`config.mk`:
```
export PLATFORM = sky130hd
export DESIGN_NAME = morse_key_bitstream_capture
export DESIGN_NICKNAME = d
export VERILOG_FILES = /design/src/rtl/morse_pkg.sv /design/src/rtl/morse_bit_packer.sv /design/src/rtl/morse_key_bitstream_capture.sv
export SDC_FILE = /design/constraint.sdc
export NUM_CORES = 1
export LEC_CHECK = 0
export CAP_MARGIN = 20
export CORE_ASPECT_RATIO = 0.5
export CORE_MARGIN = 2
export CORE_UTILIZATION = 32
export CTS_BUF_LIST = sky130_fd_sc_hd__clkbuf_16
export DETAILED_ROUTE_END_ITERATION = 10
export PLACE_DENSITY = 0.51
export SETUP_SLACK_MARGIN = 0.02
export SLEW_MARGIN = 10
export SYNTH_ARGS = -nofsm -noshare
export SYNTH_HDL_FRONTEND = slang
export SYNTH_SLANG_ARGS = --single-unit
```
`constraint.sdc`:
```
create_clock -name clk -period 8.45 [get_ports clk]
set_clock_uncertainty 0.1 [all_clocks]
set_input_delay 2.535 -clock clk [delete_from_list [all_inputs] [get_ports clk]]
set_output_delay 2.535 -clock clk [all_outputs]
set_load 0.05 [all_outputs]
```
`src/rtl/morse_pkg.sv`:
```
// rtl/morse_pkg.sv - shared symbol codes, token patterns and helpers for Morse key capture
package morse_pkg;

   localparam int BS_W_DEF  = 128;
   localparam int LEN_W_DEF = 9;

   typedef enum logic [1:0] {
      SYM_DIT   = 2'd0,
      SYM_DAH   = 2'd1,
      SYM_CEND  = 2'd2,
      SYM_SPACE = 2'd3
   } sym_code_e;

   typedef enum logic [1:0] {
      ST_IDLE,
      ST_PRESS,
      ST_GAP,
      ST_CHAR_GAP
   } cap_state_e;

   localparam logic [0:0] TOK_DIT   = 1'b0;
   localparam logic [1:0] TOK_DAH   = 2'b10;
   localparam logic [1:0] TOK_CEND  = 2'b11;
   localparam logic [3:0] TOK_SPACE = 4'b1111;

   // number of bitstream bits a token occupies
   function automatic logic [2:0] tok_len(input sym_code_e code);
      case (code)
         SYM_DIT:  return 3'd1;
         SYM_DAH:  return 3'd2;
         SYM_CEND: return 3'd2;
         default:  return 3'd4;
      endcase
   endfunction

   // token pattern left-aligned in a 4-bit field, unused low bits zero
   function automatic logic [3:0] tok_bits_left(input sym_code_e code);
      case (code)
         SYM_DIT:  return {TOK_DIT, 3'b000};
         SYM_DAH:  return {TOK_DAH, 2'b00};
         SYM_CEND: return {TOK_CEND, 2'b00};
         default:  return TOK_SPACE;
      endcase
   endfunction

   // increment that sticks at all-ones
   function automatic logic [31:0] sat_inc(input logic [31:0] v);
      return (v == 32'hFFFF_FFFF) ? v : v + 32'd1;
   endfunction

endpackage

```
`src/rtl/morse_bit_packer.sv`:
```
// rtl/morse_bit_packer.sv - packs symbol tokens MSB-first into the frame buffer and publishes it
module morse_bit_packer
   import morse_pkg::*;
#(
   parameter int BS_W  = BS_W_DEF,
   parameter int LEN_W = LEN_W_DEF
) (
   input  logic             clk,
   input  logic             rst_n,
   input  logic             append,
   input  sym_code_e        append_code,
   input  logic             publish,
   input  logic             clear,
   output logic             sym_valid,
   output logic [1:0]       sym_code,
   output logic             frame_valid,
   output logic [BS_W-1:0]  frame_bitstream,
   output logic [LEN_W-1:0] frame_length,
   output logic             overflow
);

   logic [BS_W-1:0]  buf_q;
   logic [LEN_W-1:0] len_q;

   logic [LEN_W:0]   len_sum;
   logic             fits;
   logic [BS_W-1:0]  tok_word;
   logic [BS_W-1:0]  buf_a;
   logic [LEN_W-1:0] len_a;
   logic             ovf_a;
   logic             appended;

   // buffer contents after this cycle's optional append; the low bits past len are always zero so OR suffices
   always_comb begin
      len_sum  = {1'b0, len_q} + (LEN_W+1)'(tok_len(append_code));
      fits     = (len_sum <= (LEN_W+1)'(BS_W));
      tok_word = {tok_bits_left(append_code), {(BS_W-4){1'b0}}} >> len_q;
      buf_a    = buf_q;
      len_a    = len_q;
      ovf_a    = overflow;
      appended = 1'b0;
      if (append) begin
         if (fits) begin
            buf_a    = buf_q | tok_word;
            len_a    = len_sum[LEN_W-1:0];
            appended = 1'b1;
         end else begin
            ovf_a = 1'b1;
         end
      end
   end

   // buffer state, token strobe and frame publication
   always_ff @(posedge clk) begin
      if (!rst_n) begin
         buf_q           <= '0;
         len_q           <= '0;
         overflow        <= 1'b0;
         sym_valid       <= 1'b0;
         sym_code        <= 2'd0;
         frame_valid     <= 1'b0;
         frame_bitstream <= '0;
         frame_length    <= '0;
      end else begin
         sym_valid   <= appended && !clear;
         frame_valid <= 1'b0;
         if (appended && !clear) begin
            sym_code <= append_code;
         end
         if (clear) begin
            buf_q    <= '0;
            len_q    <= '0;
            overflow <= 1'b0;
         end else if (publish) begin
            if (len_a != '0) begin
               frame_valid     <= 1'b1;
               frame_bitstream <= buf_a;
               frame_length    <= len_a;
            end
            buf_q    <= '0;
            len_q    <= '0;
            overflow <= 1'b0;
         end else begin
            buf_q    <= buf_a;
            len_q    <= len_a;
            overflow <= ovf_a;
         end
      end
   end

endmodule

```
`src/rtl/morse_key_bitstream_capture.sv`:
```
// rtl/morse_key_bitstream_capture.sv - key press/gap timing FSM feeding the Morse bit packer
module morse_key_bitstream_capture
   import morse_pkg::*;
#(
   parameter int BS_W  = BS_W_DEF,
   parameter int LEN_W = LEN_W_DEF
) (
   input  logic             clk,
   input  logic             rst_n,
   input  logic             capture_en,
   input  logic             key_level,
   input  logic [31:0]      long_key_cycles,
   input  logic [31:0]      timeout_cycles,
   input  logic [31:0]      space_cycles,
   input  logic             commit,
   input  logic             clear,
   output logic             sym_valid,
   output logic [1:0]       sym_code,
   output logic             frame_valid,
   output logic [BS_W-1:0]  frame_bitstream,
   output logic [LEN_W-1:0] frame_length,
   output logic             overflow
);

   cap_state_e  state;
   logic [31:0] press_cnt;
   logic [31:0] gap_cnt;
   logic [31:0] press_inc;
   logic [31:0] gap_inc;
   logic        dah_hit;
   logic        cend_hit;
   logic        space_hit;
   logic        tok_valid;
   sym_code_e   tok_code;
   logic        do_publish;
   logic        do_clear;
   logic        force_idle;

   // token and buffer-command decode; clear beats commit, and commit absorbs any threshold hit this cycle
   always_comb begin
      press_inc  = sat_inc(press_cnt);
      gap_inc    = sat_inc(gap_cnt);
      dah_hit    = (press_cnt >= long_key_cycles);
      cend_hit   = (gap_inc >= timeout_cycles);
      space_hit  = (gap_inc >= space_cycles);
      tok_valid  = 1'b0;
      tok_code   = SYM_DIT;
      do_publish = 1'b0;
      do_clear   = 1'b0;
      if (capture_en) begin
         if (clear) begin
            do_clear = 1'b1;
         end else if (commit && state != ST_PRESS) begin
            do_publish = 1'b1;
            if (state == ST_GAP) begin
               tok_valid = 1'b1;
               tok_code  = SYM_CEND;
            end
         end else begin
            case (state)
               ST_PRESS: begin
                  if (!key_level) begin
                     tok_valid = 1'b1;
                     tok_code  = dah_hit ? SYM_DAH : SYM_DIT;
                  end
               end
               ST_GAP: begin
                  if (!key_level && cend_hit) begin
                     tok_valid = 1'b1;
                     tok_code  = SYM_CEND;
                  end
               end
               ST_CHAR_GAP: begin
                  if (!key_level && space_hit) begin
                     tok_valid = 1'b1;
                     tok_code  = SYM_SPACE;
                  end
               end
               default: ;
            endcase
         end
      end
      force_idle = !capture_en || do_clear || do_publish;
   end

   // key timing FSM with saturating press and gap counters
   always_ff @(posedge clk) begin
      if (!rst_n) begin
         state     <= ST_IDLE;
         press_cnt <= '0;
         gap_cnt   <= '0;
      end else if (force_idle) begin
         state     <= ST_IDLE;
         press_cnt <= '0;
         gap_cnt   <= '0;
      end else begin
         case (state)
            ST_IDLE: begin
               if (key_level) begin
                  state     <= ST_PRESS;
                  press_cnt <= 32'd1;
               end
            end
            ST_PRESS: begin
               if (key_level) begin
                  press_cnt <= press_inc;
               end else begin
                  state   <= ST_GAP;
                  gap_cnt <= 32'd1;
               end
            end
            ST_GAP: begin
               if (key_level) begin
                  state     <= ST_PRESS;
                  press_cnt <= 32'd1;
               end else begin
                  gap_cnt <= gap_inc;
                  if (cend_hit) begin
                     state <= ST_CHAR_GAP;
                  end
               end
            end
            ST_CHAR_GAP: begin
               if (key_level) begin
                  state     <= ST_PRESS;
                  press_cnt <= 32'd1;
               end else begin
                  gap_cnt <= gap_inc;
                  if (space_hit) begin
                     state <= ST_IDLE;
                  end
               end
            end
            default: state <= ST_IDLE;
         endcase
      end
   end

   morse_bit_packer #(
      .BS_W  (BS_W),
      .LEN_W (LEN_W)
   ) u_packer (
      .clk             (clk),
      .rst_n           (rst_n),
      .append          (tok_valid),
      .append_code     (tok_code),
      .publish         (do_publish),
      .clear           (do_clear),
      .sym_valid       (sym_valid),
      .sym_code        (sym_code),
      .frame_valid     (frame_valid),
      .frame_bitstream (frame_bitstream),
      .frame_length    (frame_length),
      .overflow        (overflow)
   );

endmodule
```
==> After elaboration in Yosys (flattened, before gate mapping) <==
Index checks and enable logic that the tools add are counted.
{ "word_totals": {"regBits": 345, "latch_bits": 0, "ram_bits": 0, "rom_bits": 0, "inputBits": 102, "output_inout_bits": 142, "elab_cells": 110, "memories": 0} }
{ "classes": {"n_addsub": 3, "multipliers": 0, "n_div": 0, "order_cmp": 4, "n_eq_ne": 16, "shifts": 1, "muxes": 46, "bitwise_logic": 5, "n_reduce_logical": 24} }
{ "op_table": {"columns": ["operator", "n"], "rows": [
  ["2-to-1 mux 128 bit", 2],
  ["2-to-1 mux 32 bit", 6],
  ["bitwise OR 128 bit", 1],
  ["one-hot mux 32 bit (2 select lines)", 2],
  [">> shifter 128 x 9 -> 128 bit", 1],
  ["greater-or-equal comparator 32 bit", 3],
  ["adder 32 x 1 -> 32 bit, second input constant", 2],
  ["== test 32 bit, second input constant", 2],
  ["2-to-1 mux 2 bit", 12],
  ["2-to-1 mux 9 bit", 2],
  ["2-to-1 mux 1 bit", 17],
  ["one-hot mux 4 bit (3 select lines)", 1],
  ["adder 9 x 3 -> 10 bit", 1],
  ["less-or-equal comparator 10 x 8 -> 1 bit, second input constant", 1],
  ["inequality test 2 bit, second input constant", 5],
  ["AND reduction 3 bit", 3],
  ["nonzero test 9 bit", 1],
  ["OR reduction 3 bit", 3],
  ["one-hot mux 2 bit (4 select lines)", 1],
  ["== test 2 bit, second input constant", 3],
  ["inequality test 3 bit, second input constant", 2],
  ["one-hot mux 2 bit (3 select lines)", 1],
  ["one-hot mux 3 bit (2 select lines)", 1],
  ["OR reduction 2 bit", 3],
  ["other kinds (11)", 23]
]} }

==> Depth between registers and ports, before layout <==
{ "depth": {"ltp_word": 18, "depth_mapped": 36} }

==> Modules after synthesis <==
A second synthesis with hierarchy kept.
{ "unflattened": {"hier_cells": 1958, "area_unflattened_um2": 16908.7} }
{ "modules_own_cells": {"columns": ["mod", "instances", "cells_each", "area_each_um2", "seq_area_each_um2"], "rows": [
  ["morse_bit_packer", 1, 1170, 10884.2, 5585.4],
  ["morse_key_bitstream_capture", 1, 788, 6024.5, 1321.3]
]} }

==> Worst setup path after synthesis <==
No wires, ideal clock.
{ "synth_timing": {"path_type": "input -> register", "startpoint": "input port space_cycles[15]", "endpoint": "register u_packer.frame_length[0]", "setup_time_ns": 0.123, "arrival_time_ns": 8.083, "required_ns": 8.227, "path_slack_ns": 0.144, "stages": 25, "cell_sequence": "inv_1 -> ha_1 -> nand4_1 -> nor4_1 -> a31oi_1 -> a22o_1 -> nand3_1 -> nand2_1 -> nor4b_1 -> inv_1 -> ha_1 -> ha_1 -> fa_1 -> nand4bb_1 -> or4_1 -> nand3_1 -> nand3b_1 -> o31ai_4 -> a32oi_4 -> nor3_4 -> o211ai_1 -> a22oi_1 -> buf_4 -> buf_6 -> mux2_1"} }
{ "synth_between": {"elab_chain_cells": 16, "word_cells_on_any_way": 23, "cone_classes": "add/sub (1); order compare (2); eq/ne (2); mux (13); reduce/logical (5)"} }
{ "synth_rtl": {"columns": ["element", "line", "source"], "rows": [
  ["from (decl)", "morse_key_bitstream_capture.sv:14", "input logic [31:0] space_cycles,"],
  ["greater-or-equal comparator 32 bit *", "morse_key_bitstream_capture.sv:45", "space_hit = (gap_inc >= space_cycles);"],
  ["logical AND 1 bit *", "morse_key_bitstream_capture.sv:74", "if (!key_level && space_hit) begin"],
  ["2-to-1 mux 2 bit *", "morse_key_bitstream_capture.sv:74", null],
  ["one-hot mux 2 bit (3 select lines) *", "morse_key_bitstream_capture.sv:60", "case (state)"],
  ["2-to-1 mux 2 bit *", "morse_key_bitstream_capture.sv:53", "end else if (commit && state != ST_PRESS) begin"],
  ["2-to-1 mux 2 bit *", "morse_key_bitstream_capture.sv:51", "if (clear) begin"],
  ["2-to-1 mux 2 bit *", "morse_key_bitstream_capture.sv:50", "if (capture_en) begin"],
  ["named net tok_code[1]", "morse_key_bitstream_capture.sv:34", "sym_code_e tok_code;"],
  ["== test 2 x 1 -> 1 bit / == test 2 bit (equally long branches)", "morse_pkg.sv:28", "case (code)"],
  ["OR reduction 2 bit (no source line)", null, null],
  ["one-hot mux 3 bit (2 select lines) *", "morse_pkg.sv:28", null],
  ["adder 9 x 3 -> 10 bit *", "morse_bit_packer.sv:35", "len_sum = {1'b0, len_q} + (LEN_W+1)'(tok_len(append_code));"],
  ["less-or-equal comparator 10 x 8 -> 1 bit", "morse_bit_packer.sv:36", "fits = (len_sum <= (LEN_W+1)'(BS_W));"],
  ["2-to-1 mux 9 bit *", "morse_bit_packer.sv:43", "if (fits) begin"],
  ["2-to-1 mux 9 bit *", "morse_bit_packer.sv:42", "if (append) begin"],
  ["nonzero test 9 bit", "morse_bit_packer.sv:75", "if (len_a != '0) begin"],
  ["AND reduction 3 bit (no source line)", null, null],
  ["to (signal assigned)", "morse_bit_packer.sv:78", "frame_length <= len_a;"],
  ["to (decl)", "morse_bit_packer.sv:18", "output logic [LEN_W-1:0] frame_length,"]
]} }
Mark *: on every way through the listed nets, which the timed path passes. The rest lies on a longest branch.
A chain may end at the register's enable or synchronous reset.

==> Worst setup path in the final report <==
{ "layout_timing": {"startpoint": "input port timeout_cycles[0]", "endpoint": "register u_packer.frame_bitstream[104]"} }
{ "layout_between": {"elab_chain_cells": 16, "word_cells_on_any_way": 28, "cone_classes": "add/sub (1); order compare (2); eq/ne (2); shift (1); mux (16); bitwise (1); reduce/logical (5)"} }
{ "layout_rtl": {"columns": ["element", "line", "source"], "rows": [
  ["from (decl)", "morse_key_bitstream_capture.sv:13", "input logic [31:0] timeout_cycles,"],
  ["greater-or-equal comparator 32 bit *", "morse_key_bitstream_capture.sv:44", "cend_hit = (gap_inc >= timeout_cycles);"],
  ["logical AND 1 bit *", "morse_key_bitstream_capture.sv:68", "if (!key_level && cend_hit) begin"],
  ["2-to-1 mux 2 bit *", "morse_key_bitstream_capture.sv:68", null],
  ["one-hot mux 2 bit (3 select lines) *", "morse_key_bitstream_capture.sv:60", null],
  ["2-to-1 mux 2 bit *", "morse_key_bitstream_capture.sv:53", null],
  ["2-to-1 mux 2 bit *", "morse_key_bitstream_capture.sv:51", null],
  ["2-to-1 mux 2 bit *", "morse_key_bitstream_capture.sv:50", null],
  ["named net tok_code[1]", "morse_key_bitstream_capture.sv:34", null],
  ["== test 2 x 1 -> 1 bit / == test 2 bit (equally long branches)", "morse_pkg.sv:28, morse_pkg.sv:38", null],
  ["OR reduction 2 bit (no source line)", null, null],
  ["one-hot mux 3 bit (2 select lines)", "morse_pkg.sv:28", null],
  ["adder 9 x 3 -> 10 bit", "morse_bit_packer.sv:35", null],
  ["less-or-equal comparator 10 x 8 -> 1 bit", "morse_bit_packer.sv:36", null],
  ["2-to-1 mux 9 bit", "morse_bit_packer.sv:43", null],
  ["2-to-1 mux 9 bit", "morse_bit_packer.sv:42", null],
  ["nonzero test 9 bit", "morse_bit_packer.sv:75", null],
  ["AND reduction 3 bit (no source line)", null, null],
  ["to (signal assigned)", "morse_bit_packer.sv:77", "frame_bitstream <= buf_a;"],
  ["to (decl)", "morse_bit_packer.sv:17", "output logic [BS_W-1:0] frame_bitstream,"]
]} }
Marks and branches as above.

==> reports/qor.yml <==
max_clock_freq_ghz: 0.123
crit_path_end_kind: "flip-flop"
io_buffers: 243
r2r-end: "u_packer.frame_bitstream[104]"
dr_total_vias: 15451
r2r_slack_ns: 0.34
synth.avg_cell_area_um2: 8.53
max_stage_delay_ns: 0.58
final_common_cell: "dfxtp_1"
antenna_found_initial: 2
cts_buffer_depth: 3
htreeDepth: 2
dr.pass1.iters: 5
cpMaxStageDelayCell: "or4b_4"
synthCells: 2022
maxSlewViolCount: 0
grt_pass1_wl_um: 82300
crit_required_ns: 8.80
place_area_mm2: 0.0213
clock_sinks: 345
cts_root_buffer: "clkbuf_16"
synth-seq-cells: 345
die_h_um: 168
grt_usage: 0.183
max_cap_viol_count: 0
rows: 60
cts.clk_slew.worst_paths_ns: 0.06
synth_largest_area_cell: "dfxtp_1"
fillers: 5334
gp_congestion: 0.877
cts_made_buffers: 36
grt_start_max_net_pins: 107
setup_viol: 0
ys_warn_count: 0
final_cell_mix: "dfxtp_1 (338), nand2_1 (231), clkdlybuf4s50_1 (227)"
endpoint: "u_packer.frame_bitstream[104]"
wl_per_cell_um: 17.4
pwr_density_cell_mw_per_mm2: 141
status: "finished clean"
synth_nets: 2229
grt_overflow_total: 0
path_depth: 26
cts_tree: "yes"
fin_setup_tns_ns: 0
stdcell_count: 3093
placedCellCount: 3001
synth_cell_type_count: 71
ys_seq_area_frac: 0.400
ant_nets: 0
core_mm2: 0.0535
critPathTopFamily: "simple AND/OR/NAND/NOR gates"
hold_buffers: 0
synth.area.top_cells: "dfxtp_1 (40%), ha_1 (7.5%), mux2i_1 (5.9%)"
tightest_slew_ns: 1.12
synth-edff-count: 0
hpwl_um: 38000
drive_gt1_frac: 0.150
clkLatencyLatePin_ns: 0.53
drcViolationCount: 0
min_path_type: "flip-flop to flip-flop"
dieArea_mm2: 0.0559
cp.arrival_ns: 8.51
max_slew_margin: 0.247
start_util: 0.322
crit_buf_inv: 5
ios: 244
synth_flop_cell: "dfxtp_1"
min_period_ns: 8.16
finalHoldViolations: 0
vdd_drop_max_uv: 129
path_class: "primary input to flip-flop"
area_growth_pct: 35.4
routed_via_density: 5.00
die_x_um: 332
wl_um: 53900
p_leak_nw: 9.95
r2r-start: "gap_cnt[13]"
final_nets: 2557
critPathLaunch: "timeout_cycles[0]"
synth.top_cell.area_share: 0.400
startpoint_type: "primary input"
synth_area_mm2: 0.0172
grt_pass1_vias: 14762
stdcell_area_mm2: 0.0234
period_share: 0.966
drtIter0Drc: 989
reg2reg_depth: 37
worstPathMaxFanout: 6
synthArstFlopShare: 0
utilization: 0.436
where the power goes:
group          total (mW)  internal, mW  switching [mW]
clock network        1.53         0.833           0.692
registers            1.63          1.63        0.000593
logic               0.150        0.0674          0.0829
timing repair:
| action | in CTS | in global routing |
|---|---|---|
| gates resized for setup | 7 | 123 |
| pin swaps | 1 | 45 |
| buffers inserted | 0 | 18 |
| gates cloned | 0 | 6 |
| endpoints found under the setup margin | 204 | 259 |
kinds of logic (layout without fill, tap and decap cells):
group | count (synthesis) | count (layout) | synth area share
buffers and inverters | 233 | 589 | 0.0571
AOI/OAI and AO/OA | 408 | 408 | 0.163
xor gates and xnor gates | 66 | 66 | 0.0335
DFF | 345 | 345 | 0.400
and+or+nand+nor | 761 | 761 | 0.209
muxes | 104 | 104 | 0.0605
other | 0 | 2 | 0
adders and majority gates | 105 | 105 | 0.0766
sequential cells by signal (all words and copies together) (netlist names):
name / flops
gap_cnt: 32
press_cnt: 32
state: 2
u_packer.buf_q: 128
u_packer.frame_bitstream: 128
u_packer.frame_length: 9
u_packer.frame_valid: 1
u_packer.len_q: 9
u_packer.overflow: 1
u_packer.sym_code: 2
u_packer.sym_valid: 1
worst reg2reg max path: cells and delay by family, from the launching register on:
kind / cells / cell delay, ns
flip-flops: 1 / 0.34
AO/OA/AOI/OAI: 7 / 1.49
multiplexers: 1 / 0.17
adder cells (fa/ha/maj): 4 / 0.97
XOR/XNOR: 1 / 0.23
AND/OR/NAND/NOR: 19 / 3.93
buffers and inverters: 5 / 0.81
through the flow:
stage / hold WS (ns) / power [mW] / setup WS (ns)
floorplan: 0.320 / 1.73 / 0.144
global placement: 0.331 / 1.81 / -0.703
detailed placement: 0.336 / 1.81 / -0.811
CTS: 0.352 / 3.34 / 0.00190
global route: 0.378 / 3.42 / -0.0524
finish: 0.349 / 3.30 / 0.289
Yosys cell counts, types with 4 or more instances:
| cell type | count |
|---|---|
| ha_1 | 104 |
| a31oi_1 | 15 |
| buf_4 | 5 |
| o21ai_0 | 55 |
| nand2b_1 | 35 |
| nor3b_1 | 4 |
| dfxtp_1 | 345 |
| a22oi_1 | 13 |
| nor4_2 | 4 |
| a311oi_1 | 6 |
| o211ai_1 | 6 |
| inv_1 | 107 |
| o2111ai_1 | 4 |
| a21o_1 | 60 |
| a21oi_1 | 108 |
| nand3_1 | 44 |
| nor3_1 | 30 |
| and4_1 | 8 |
| or2_2 | 7 |
| mux2i_1 | 102 |
| or3_1 | 17 |
| a211oi_1 | 38 |
| buf_6 | 10 |
| clkbuf_1 | 89 |
| xor2_1 | 34 |
| and3_1 | 22 |
| or4_1 | 6 |
| a221oi_1 | 36 |
| nand2_1 | 239 |
| o22ai_1 | 8 |
| nor2_1 | 221 |
| a31o_2 | 17 |
| buf_2 | 13 |
| nand4_1 | 27 |
| xnor2_1 | 32 |
| nor4_1 | 21 |
| nor2b_1 | 63 |
| and2_1 | 6 |
| o21a_1 | 7 |
| buf_1 | 7 |
area by class of cell:
cell class                      count  area, um2  area share
Multi-Input combinational cell   1444       9970       0.427
Sequential cell                   345       6920       0.296
Inverter                          109        409      0.0175
Clock buffer                       37        926      0.0396
Tap cell                          713        892      0.0382
Antenna cell                        2       5.00    0.000214
Timing Repair Buffer              414       4050       0.174
Clock inverter                     29        178     0.00761
worst min path at each step:
stage	slack (ns)	end	from	cells after the start
final	0.35	u_packer.buf_q[90]	u_packer.buf_q[90]	2
after global routing	0.38	u_packer.frame_bitstream[15]	u_packer.frame_bitstream[15]	2
after CTS	0.35	u_packer.buf_q[90]	u_packer.buf_q[90]	2
after detailed placement	0.34	u_packer.buf_q[90]	u_packer.buf_q[90]	2
after global placement	0.33	u_packer.buf_q[97]	u_packer.buf_q[97]	2
after floorplan	0.32	u_packer.buf_q[125]	u_packer.buf_q[125]	2
per-layer routing:
metal / vias to the layer above / global-route usage / part of all wire
met4: 0 / 0.0462 / 0.022
li1: 7712 / - / -
met3: 71 / 0.0266 / 0.038
met5: - / 0 / 0
met1: 7368 / 0.246 / 0.47
met2: 300 / 0.309 / 0.47
Note: power is estimated with default switching activity, not from simulation.
